**config.mk**
```make
export PLATFORM = sky130hd
export DESIGN_NAME = modport_top
export DESIGN_NICKNAME = d
export VERILOG_FILES = /design/src/rtl/modport_top.sv
export SDC_FILE = /design/constraint.sdc
export NUM_CORES = 1
export LEC_CHECK = 0
export CAP_MARGIN = 40
export CELL_PAD_IN_SITES_DETAIL_PLACEMENT = 2
export CELL_PAD_IN_SITES_GLOBAL_PLACEMENT = 2
export CORE_MARGIN = 4
export CORE_UTILIZATION = 10
export CTS_BUF_LIST = sky130_fd_sc_hd__clkbuf_16
export DETAILED_ROUTE_END_ITERATION = 6
export GPL_TIMING_DRIVEN = 0
export PLACE_DENSITY_LB_ADDON = 0.05
export SYNTH_ARGS = -nofsm -noshare
export SYNTH_HDL_FRONTEND = slang
export SYNTH_SLANG_ARGS = --single-unit
```
**constraint.sdc**
```tcl
create_clock -name hclk -period 1.2 [get_ports hclk]
set_input_delay 0.18 -clock hclk [delete_from_list [all_inputs] [get_ports hclk]]
set_output_delay 0.18 -clock hclk [all_outputs]
set_load 0.02 [all_outputs]
```
**src/rtl/modport_top.sv**
```systemverilog
// AHB-Lite address-window filter: forwards transfers inside [BASE_ADDR, LIMIT_ADDR], answers others with a two-cycle ERROR.
// Optional blocked-transfer counter under `define ADDR_FILTER_STATS_EN.
`ifndef ADDR_WIDTH
`define ADDR_WIDTH 32
`endif
`ifndef DATA_WIDTH
`define DATA_WIDTH 32
`endif

module modport_top #(
  parameter int                ADDR_W     = `ADDR_WIDTH,
  parameter int                DATA_W     = `DATA_WIDTH,
  parameter logic [ADDR_W-1:0] BASE_ADDR  = 32'h0000_0000,
  parameter logic [ADDR_W-1:0] LIMIT_ADDR = 32'h0000_FFFF
) (
  input  logic              hclk,
  input  logic              hresetn,
  input  logic              s_hsel,
  input  logic [1:0]        s_htrans,
  input  logic [2:0]        s_hburst,
  input  logic [2:0]        s_hsize,
  input  logic              s_hwrite,
  input  logic [ADDR_W-1:0] s_haddr,
  input  logic [DATA_W-1:0] s_hwdata,
  output logic [DATA_W-1:0] s_hrdata,
  output logic              s_hready,
  output logic [1:0]        s_hresp,
  output logic              m_hsel,
  output logic [1:0]        m_htrans,
  output logic [2:0]        m_hburst,
  output logic [2:0]        m_hsize,
  output logic              m_hwrite,
  output logic [ADDR_W-1:0] m_haddr,
  output logic [DATA_W-1:0] m_hwdata,
  input  logic [DATA_W-1:0] m_hrdata,
  input  logic              m_hready,
  input  logic [1:0]        m_hresp,
`ifdef ADDR_FILTER_STATS_EN
  output logic [15:0]       blocked_cnt,
`endif
  output logic [1:0]        fsm_state
);

  typedef enum logic [1:0] {
    IDLE = 2'd0,
    FWD  = 2'd1,
    ERR1 = 2'd2,
    ERR2 = 2'd3
  } state_t;

  state_t state, state_nxt;

  // Window test as one unsigned compare: (addr - base) wraps above the span when addr < base.
  localparam logic [ADDR_W-1:0] SPAN = LIMIT_ADDR - BASE_ADDR;

  logic [ADDR_W-1:0] offset;
  logic              addr_ok;
  logic              xfer_valid;

  assign offset  = s_haddr - BASE_ADDR;
  assign addr_ok = (offset <= SPAN);

  // Handshake: an address phase is taken when s_hsel & s_htrans[1] & s_hready are all high;
  // the previous data phase completes in the same cycle, so s_hready doubles as the accept strobe.
  assign xfer_valid = s_hsel & s_htrans[1] & s_hready;

  assign fsm_state = state;

  always_ff @(posedge hclk) begin
    if (hresetn) state <= IDLE;
    else         state <= state_nxt;
  end

  always_comb begin
    state_nxt = state;
    case (state)
      ERR1:    state_nxt = ERR2;
      FWD: begin
        if (m_hready) begin
          if (!xfer_valid)  state_nxt = IDLE;
          else if (addr_ok) state_nxt = FWD;
          else              state_nxt = ERR1;
        end
      end
      default: begin
        if (!xfer_valid)  state_nxt = IDLE;
        else if (addr_ok) state_nxt = FWD;
        else              state_nxt = ERR1;
      end
    endcase
  end

  // Data-phase response back to the master.
  always_comb begin
    s_hready = 1'b1;
    s_hresp  = 2'b00;
    s_hrdata = '0;
    case (state)
      FWD: begin
        s_hready = m_hready;
        s_hresp  = m_hresp;
        s_hrdata = m_hrdata;
      end
      ERR1: begin
        s_hready = 1'b0;
        s_hresp  = 2'b01;
      end
      ERR2:    s_hresp = 2'b01;
      default: ;
    endcase
  end

  // Only m_hsel/m_htrans gate the downstream slave; the rest can pass through unconditionally.
  always_comb begin
    m_hsel   = xfer_valid & addr_ok;
    m_htrans = m_hsel ? s_htrans : 2'b00;
    m_hburst = s_hburst;
    m_hsize  = s_hsize;
    m_hwrite = s_hwrite;
    m_haddr  = s_haddr;
    m_hwdata = s_hwdata;
  end

`ifdef ADDR_FILTER_STATS_EN
  always_ff @(posedge hclk) begin
    if (hresetn)
      blocked_cnt <= 16'd0;
    else if (xfer_valid && !addr_ok && (blocked_cnt != 16'hFFFF))
      blocked_cnt <= blocked_cnt + 16'd1;
  end
`endif

endmodule

```
==> flow_metrics.tcl <==
set metrics [dict create \
    run_status "finished with violations" \
    violations "negative setup slack" \
    largest_register_ffs 2 \
    core-area_mm2 0.00937 \
    fp-row-count 35 \
    async_reset_ff_share_pct 0 \
    finalCoreUtilization_pct 34.9 \
    hold_path.class "input port to flop" \
    postRouteAntennaNets 0 \
    power_density_mw_per_mm2 550 \
    crit_slowest_cell "clkdlybuf4s50_1" \
    grt_start_max_net_pins 11 \
    cts.htree.levels 1 \
    timing.fmax_mhz 634 \
    io_buffers 166 \
    rsz0062_at_grt "yes" \
    cts_tree "built" \
    worst_setup_path_start_kind "input port" \
    number_of_enable_flip_flop_cells_after_synthesis 0 \
    timing.final.setup_violations 38 \
    hold_start "s_haddr[30]" \
    route.final.wire_length_um 6260 \
    cts_hold_repair.buffers 0 \
    finalWorstSetupSlack_ps -378 \
    max-clock-path-buffers 2 \
    drive_above_1_share_pct 61.8 \
    final_hold_viol_count 0 \
    critical_path_arrival_ps 1400 \
    numClockSinks 2 \
    clock_latency_ps 220 \
    layout_worst_path_cycle_share_pct 132 \
    start_util_pct 10.4 \
    floorplan.die.width_um 107 \
    floorplan.die.height_um 107 \
    wire_per_inst_um 14.1 \
    worst-slew-pin-transition_ps 242 \
    synth_area_um2 976 \
    initial_antenna_violation_count 0 \
    syn-mean-instance-area_um2 7.51 \
    worst-path-buf-inv 2 \
    path_max_fanout 4 \
    diodes 0 \
    worstPathCellList "clkdlybuf4s50_1, nand2_2, nor4_4, and2_4, buf_6" \
    syn-instance-count 130 \
    detailedPlacementHpwl_um 5610 \
    timing.slew.headroom_pct 83.8 \
    gp_routability_congestion 0.635 \
    synthesized_net_count 241 \
    routed-via-count 1512 \
    cts_buffer_count 3 \
    synth-warning-count 0 \
    area_growth_pct 235 \
    die-area_mm2 0.0114 \
    synth_seq_area_share_pct 4.10 \
    avgViaCountPerCell 3.41 \
    global_route.usage.total_pct 9.88 \
    ys_types 18 \
    grt_pass1_wl_um 9010 \
    globalRouteOverflowTotal 0 \
    element_type_at_the_critical_path_end "output pin" \
    num-nets-final 426 \
    post-route-drc-count 0 \
    irDropWorstVdd_uv 359 \
    maxCapViolCount 0 \
    leakagePower_nw 1.50 \
    setup.worst_path.class "input port to output pin" \
    io_pins 222 \
    worst-endpoint-required_ps 1020 \
    critical_path.max_stage_delay_ps 470 \
    whs_ps 535 \
    critical_path.reg2reg.startpoint "fsm_state[0]" \
    final.min_clock_period_ps 1580 \
    root_buffer "clkbuf_16" \
    detailedRoute.firstPassIterationCount 3 \
    dominant_delay_contributor_by_cell_family_on_the_critical_path "simple AND/OR/NAND/NOR gates" \
    synth.ff_latch_count 2 \
    drt-initial-drc-count 20 \
    dominant_register_cell_in_the_synthesized_netlist "dfxtp_1" \
    critical_path.startpoint "s_htrans[1]" \
    total_power_mw 1.80 \
    slew_viol_final 0 \
    grt_pass1_vias 1676 \
    timing.clock.skew_ps 2.58 \
    clk_transition_reported_paths_ps 30 \
]
-- logic make-up after synthesis --
group                  share of synthesized area [%]
AND/OR/NAND/NOR                                 37.2
flip-flops                                      4.10
AO/OA/AOI/OAI                                   2.95
buffers and inverters                           55.8
-- layer usage --
layer / up-vias / share of wire, % / GRT usage [%]
li1: 705 / - / -
met1: 678 / 33 / 9.73
met2: 123 / 55 / 19.9
met3: 6 / 10 / 3.01
met4: 0 / 1.4 / 2.19
met5: - / 0 / 0
-- worst paths after layout --
| path | endpoint | slack (ps) | cells after the start |
|---|---|---|---|
| max reg2reg | fsm_state[1] | -50 | 6 |
| min | fsm_state[0] | 530 | 6 |
| min reg2reg | fsm_state[1] | 630 | 2 |
| max | m_htrans[0] | -380 | 5 |
-- repair_timing --
action,4_1_cts,5_1_grt
setup endpoints to repair,58,41
pin swaps,13,28
gates cloned,0,3
gates resized for setup,297,56
setup buffers,6,5
-- cell usage after synthesis (2+ instances only) --
cell type,number,share of area (%)
nor4_2,3,3.8
dfxtp_1,2,4.1
nor2b_1,2,1.3
nor2_1,2,0.77
and2_1,34,22
nor4_4,2,4.4
nand2_1,2,0.77
buf_4,71,55
clkbuf_1,3,1.2
-- final cells by class --
| cell class | count | area (um2) |
|---|---|---|
| fill | 1050 | 6100 |
| clock inverter | 1 | 3.75 |
| timing repair buffer | 180 | 1840 |
| multi-input combinational | 54 | 572 |
| sequential | 2 | 47.5 |
| tap | 129 | 161 |
| clock buffer | 3 | 75.1 |
| buffer | 74 | 578 |
-- cells in the final DEF (no fill, tap or decap), drive strengths merged --
master	count
nand4	1
a21o	1
a211oi	1
a31oi	1
nor2b	2
clkdlybuf4s50	99
clkdlybuf4s15	2
inv	1
buf	132
clkbuf	11
nor4	6
dlygate4sd2	13
nand2	2
nor3	1
nand2b	1
dfxtp	2
and2	34
nor3b	1
nor2	2
o21a	1
-- power breakdown --
group          internal (mW)  switching (mW)
sequential            0.0722          0.0121
combinational          0.729           0.477
clock                  0.429          0.0821
-- stage by stage --
| stage | std cells | setup WS, ps | instance area, um2 | setup TNS (ps) |
|---|---|---|---|---|
| after floorplan | 130 | -266 | 1040 | -266 |
| final | 443 | -378 | 3270 | -9010 |
| after CTS | 435 | -415 | 3060 | -9060 |
| after global routing | 443 | -472 | 3270 | -10970 |
| after global placement | 425 | -1280 | 2860 | -29590 |
| after detailed placement | 425 | -1300 | 2860 | -29500 |
-- tightest hold or removal path, stage by stage --
cell and delay, ps:
buf_8 80, nor4_4 40, nand4_2 120, buf_4 160
o21a_1 110, nor2_1 30
Power figures use the tool's default switching activity.
